===== src/rtl/mem_arb_pkg.sv =====
// mem_arb_pkg
// Shared definitions for the two-master memory arbiter:
//   arb_state_e : arbitration FSM encoding (free, owned by master 0, owned by master 1)
//   M0 / M1     : master id constants
//   rd_tag_t    : read-return tag {valid, id} carried alongside the RAM read latency
package mem_arb_pkg;

  typedef enum logic [1:0] {
    IDLE = 2'd0,
    OWN0 = 2'd1,
    OWN1 = 2'd2
  } arb_state_e;

  localparam logic M0 = 1'b0;
  localparam logic M1 = 1'b1;

  typedef struct packed {
    logic valid;
    logic id;
  } rd_tag_t;

endpackage


===== src/rtl/mem_arbiter_rd_tag_pipe.sv =====
// rd_tag_pipe
// RD_LAT-deep shift register of read tags. The tag for an access enters at the
// grant edge and leaves RD_LAT cycles later, aligned with the RAM read data.
// Ports:
//   clk     : system clock
//   reset   : asynchronous active-low clear (drops every tag in flight)
//   tag_in  : tag of the access performed at this edge
//   tag_out : tag whose read data is on mem_din this cycle
module rd_tag_pipe
  import mem_arb_pkg::*;
#(
  parameter int RD_LAT = 1
) (
  input  logic    clk,
  input  logic    reset,
  input  rd_tag_t tag_in,
  output rd_tag_t tag_out
);

  rd_tag_t tag_p [RD_LAT];

  always_ff @(posedge clk or negedge reset) begin
    if (!reset) begin
      for (int i = 0; i < RD_LAT; i++) tag_p[i] <= '0;
    end else begin
      tag_p[0] <= tag_in;
      for (int i = 1; i < RD_LAT; i++) tag_p[i] <= tag_p[i-1];
    end
  end

  assign tag_out = tag_p[RD_LAT-1];

endmodule


===== src/rtl/mem_arbiter.sv =====
// mem_arbiter
// Shares one synchronous RAM port between master 0 (processor) and master 1
// (loader/debug). At most one access is granted per cycle; ties in the free
// state alternate using the `last` register; a granted access with lock=1
// keeps ownership until the owner drops lock or req. Read data is routed back
// to the issuing master after the RAM's RD_LAT cycle latency.
// Ports:
//   clk, reset                : clock, asynchronous active-low reset
//   mX_req/lock/we/addr/wdata : master X request, lock, write enable, address, write data
//   mX_gnt                    : access accepted this cycle (combinational)
//   mX_rvalid/rdata           : read data return for master X
//   mem_addr/dout/we          : RAM command, driven by the winner (zero when idle)
//   mem_din                   : RAM read data, RD_LAT cycles after address sampling
module mem_arbiter
  import mem_arb_pkg::*;
#(
  parameter int AW     = 16,
  parameter int DW     = 16,
  parameter int RD_LAT = 1
) (
  input  logic          clk,
  input  logic          reset,
  input  logic          m0_req,
  input  logic          m0_lock,
  input  logic          m0_we,
  input  logic [AW-1:0] m0_addr,
  input  logic [DW-1:0] m0_wdata,
  input  logic          m1_req,
  input  logic          m1_lock,
  input  logic          m1_we,
  input  logic [AW-1:0] m1_addr,
  input  logic [DW-1:0] m1_wdata,
  output logic          m0_gnt,
  output logic          m1_gnt,
  output logic          m0_rvalid,
  output logic [DW-1:0] m0_rdata,
  output logic          m1_rvalid,
  output logic [DW-1:0] m1_rdata,
  output logic [AW-1:0] mem_addr,
  output logic [DW-1:0] mem_dout,
  output logic          mem_we,
  input  logic [DW-1:0] mem_din
);

  arb_state_e state_q;
  logic       last_q;
  logic       gnt0;
  logic       gnt1;
  rd_tag_t    tag_in;
  rd_tag_t    tag_out;

  // Grant decision; suppressed while reset is asserted so no access leaks out.
  always_comb begin
    gnt0 = 1'b0;
    gnt1 = 1'b0;
    if (reset) begin
      case (state_q)
        IDLE: begin
          if (m0_req && m1_req) begin
            if (last_q == M1) gnt0 = 1'b1;
            else              gnt1 = 1'b1;
          end else begin
            gnt0 = m0_req;
            gnt1 = m1_req;
          end
        end
        OWN0:    gnt0 = m0_req;
        OWN1:    gnt1 = m1_req;
        default: ;
      endcase
    end
  end

  assign m0_gnt = gnt0;
  assign m1_gnt = gnt1;

  always_comb begin
    mem_addr = '0;
    mem_dout = '0;
    mem_we   = 1'b0;
    if (gnt0) begin
      mem_addr = m0_addr;
      mem_dout = m0_wdata;
      mem_we   = m0_we;
    end else if (gnt1) begin
      mem_addr = m1_addr;
      mem_dout = m1_wdata;
      mem_we   = m1_we;
    end
  end

  // Ownership FSM and fairness register. Dropping req in an owned state
  // releases immediately; no grant happens in that cycle because the
  // grant logic only considers the owner.
  always_ff @(posedge clk or negedge reset) begin
    if (!reset) begin
      state_q <= IDLE;
      last_q  <= M1;
    end else begin
      if (gnt0)      last_q <= M0;
      else if (gnt1) last_q <= M1;
      case (state_q)
        IDLE: begin
          if (gnt0 && m0_lock)      state_q <= OWN0;
          else if (gnt1 && m1_lock) state_q <= OWN1;
        end
        OWN0:    if (!m0_req || !m0_lock) state_q <= IDLE;
        OWN1:    if (!m1_req || !m1_lock) state_q <= IDLE;
        default: state_q <= IDLE;
      endcase
    end
  end

  // Grant stage -> tag pipeline: only granted reads produce a return.
  assign tag_in.valid = (gnt0 && !m0_we) || (gnt1 && !m1_we);
  assign tag_in.id    = gnt1 ? M1 : M0;

  rd_tag_pipe #(
    .RD_LAT (RD_LAT)
  ) u_rd_tag_pipe (
    .clk     (clk),
    .reset   (reset),
    .tag_in  (tag_in),
    .tag_out (tag_out)
  );

  // Return stage: tag and RAM data are aligned here.
  assign m0_rvalid = tag_out.valid && (tag_out.id == M0);
  assign m1_rvalid = tag_out.valid && (tag_out.id == M1);
  assign m0_rdata  = mem_din;
  assign m1_rdata  = mem_din;

endmodule


===== config.mk =====
export PLATFORM = sky130hd
export DESIGN_NAME = mem_arbiter
export DESIGN_NICKNAME = d
export VERILOG_FILES = /design/src/rtl/mem_arb_pkg.sv /design/src/rtl/mem_arbiter_rd_tag_pipe.sv /design/src/rtl/mem_arbiter.sv
export SDC_FILE = /design/constraint.sdc
export NUM_CORES = 1
export LEC_CHECK = 0
export CORE_UTILIZATION = 20
export DETAILED_ROUTE_END_ITERATION = 8
export GPL_TIMING_DRIVEN = 0
export PLACE_DENSITY = 0.81
export REMOVE_ABC_BUFFERS = 1
export SETUP_SLACK_MARGIN = 0.3
export SLEW_MARGIN = 20
export SYNTH_ARGS = -nofsm -noshare
export SYNTH_HDL_FRONTEND = slang
export SYNTH_SLANG_ARGS = --single-unit

===== constraint.sdc =====
create_clock -name clk -period 1.9 [get_ports clk]
set_clock_uncertainty 0.15 [all_clocks]
set_input_delay 0.285 -clock clk [delete_from_list [all_inputs] [get_ports clk]]
set_output_delay 0.285 -clock clk [all_outputs]
set_load 0.03 [all_outputs]

==> flow_summary.ini <==
[critical_path]
critical_path.startpoint_type = flop
reg2reg_depth = 5
reg2reg_from = last_q
critPathCaptureType = output port
required_ns = 1.46
crit_path_start = state_q[0]
cp.arrival_ns = 1.64
cp_max_fo = 5
cp-endpoint = mem_addr[9]
crit_type = reg -> out
reg2reg_slack_ns = 0.22
path_cells = buf_4, o311a_4, buf_6, a22o_1, buf_6
crit_slowest_cell = dfrtp_2
reg2reg_to = u_rd_tag_pipe.tag_out[1]
max_stage_delay_ns = 0.42
cp_common_cell = buf_6

[global_routing]
grt_max_degree = 13
grtUsageTotal = 0.195
grt_pass1_vias = 1171
grt-ovfl-total = 0
grt_pass1_wl_um = 6120
antenna_found_initial = 0

[floorplan]
die_w_um = 66.4
die_h_um = 66.4
io_pins = 157
initial_core_util = 0.207
dieArea_um2 = 4410
rows = 23
core_area_um2 = 4000

[cells_and_area]
final_common_cell = clkdlybuf4s50_1
nNetsFinal = 284
drive_gt1_frac = 0.354
synthToLayoutAreaGrowth_pct = 165
final_cell_mix = clkdlybuf4s50_1 (68), buf_6 (41), a22o_1 (34)
fin_util = 0.549
antenna_cells = 0
fill_cells = 370
fin_cells = 245

[synthesis]
synth-simple-area-share = 0.0618
synth_mux_area_frac = 0
yosys.cell_types.count = 16
ys_seq_elements = 5
synth.avg_cell_area_um2 = 8.46
synth-xor-area-share = 0
synth_fa_ha_area_frac = 0
ys_warn_count = 0
synth_compound_area_frac = 0.406
syn_area_um2 = 830
synth_top_family_by_area = compound AO/OA/AOI/OAI gates
syn_inst = 98
synth-seq-area-share = 0.152

[drt]
first_pass_iters = 4
routedWlPerCell_um = 18.4
ant_nets = 0
drt_wl_total_um = 4520
post-route-drc-count = 0
drt-vias-per-instance = 4.82
vias = 1180
drt_iter0_drc = 36

[timing]
setup_viol = 34
period_needed_ns = 2.07
setup_slack_ns = -0.175
relSlewSlack = 0.790
hold_viol = 0
setup_tns_ns = -4.95
hold_ws_ns = 0.0218
rsz0062_at_grt = yes
post-route-period-util = 1.09
worst_pin_slew_ns = 0.316
slew_violations = 0
fmax_mhz = 482

[placement]
placedCellCount = 218
numPortBuffers = 108
gp_congestion = 0.671
dp_hpwl_um = 2840

[pwr]
finalPower_mw = 1.03
power_per_cell_area_nw_per_um2 = 468
clkPwrFrac = 0.192
p_int_mw = 0.664
switchingPower_mw = 0.365
comb_power_share = 0.678
seq_power_share = 0.129
ir_worst_vdd_v = 0.000171
swShare = 0.355
leakage_nw = 0.957

[clock_network]
cts_inserted_buffers = 3
clkSlewWorstSetupHoldPaths_ns = 0.04
insertion_delay_ns = 0.22
cts_num_sinks = 5
cts-root-buf = clkbuf_8
cts_buffer_depth = 2
tritoncts = done
htree_levels = 1

[run_status]
violations = negative setup slack
status = finished, violations left

[min_path]
hold_path.class = in -> async

[flow_run]
max-cap-violations = 0
-- worst max-delay path, delay by kind of cell (launching register included) --
family	cells	cell delay (ns)
compound gates	2	0.58
flops	1	0.42
buf+inv	3	0.41
-- cell families after synthesis --
kind of cell | after synthesis
buf+inv | 43
flops | 5
simple gates | 10
compound gates | 40
-- timing repair --
action / CTS / global route
pin swaps: 12 / 9
hold buffers: 1 / 0
endpoints found under the hold margin: 4 / 0
cloned: 6 / 1
setup buffers: 12 / 3
endpoints found under the setup margin: 40 / 38
resized for setup: 263 / 14
-- power groups by stage --
stage / clock, mW / combinational [mW] / sequential [mW]
2_1_floorplan: 0 / 0.230 / 0.127
3_3_place_gp: 0 / 0.513 / 0.128
3_5_place_dp: 0 / 0.528 / 0.130
4_1_cts: 0.204 / 0.675 / 0.133
5_1_grt: 0.207 / 0.734 / 0.135
6_report: 0.198 / 0.698 / 0.133
-- layout make-up --
| cell class | count | area (um^2) | area share |
|---|---|---|---|
| clock buffers | 4 | 45.0 | 0.0205 |
| inverters | 4 | 15.0 | 0.00684 |
| multi-input cells | 54 | 507 | 0.231 |
| flip-flops and latches | 5 | 128 | 0.0581 |
| well taps | 50 | 62.6 | 0.0285 |
| repair buffers | 128 | 1440 | 0.655 |
-- stage by stage --
step	area, um^2	worst slack (ns)
floorplan	529	-0.516
global route	2200	-0.243
CTS	2130	-0.279
finish	2200	-0.175
detailed placement	1710	-1.28
global placement	1670	-1.83
-- how the worst min path moves through the flow --
| stage | slack (ns) | end | from |
|---|---|---|---|
| after floorplan | -0.16 | state_q[0] | reset |
| after global placement | 0.36 | state_q[1] | state_q[1] |
| after detailed placement | 0.36 | state_q[1] | state_q[1] |
| after CTS | 0.002 | last_q | reset |
| after global routing | 0.04 | last_q | reset |
| final | 0.02 | last_q | reset |
-- cell usage after synthesis (all sizes together) --
cell | count | share of area
dfrtp | 4 | 0.12
o311a | 1 | 0.012
dfstp | 1 | 0.032
nand3b | 1 | 0.0091
a22o | 34 | 0.36
a21oi | 4 | 0.029
and2 | 1 | 0.0075
nor2b | 3 | 0.023
buf | 39 | 0.36
o21ai | 1 | 0.0060
nand2 | 3 | 0.014
nor2 | 2 | 0.0091
inv | 4 | 0.018
-- flip-flops by register name (all words and copies together), names as in the netlist --
signal,count
state_q,2
u_rd_tag_pipe.tag_out,2
last_q,1
-- routing by layer --
| metal | GRT usage | vias to the layer above | wire length (um) |
|---|---|---|---|
| met3 | 0.128 | 2 | 646 |
| li1 | - | 540 | - |
| met2 | 0.306 | 103 | 2160 |
| met5 | 0.0833 | - | 0 |
| met4 | 0.0479 | 0 | 10 |
| met1 | 0.210 | 535 | 1690 |
No activity file was read; power rests on OpenSTA's default activity.
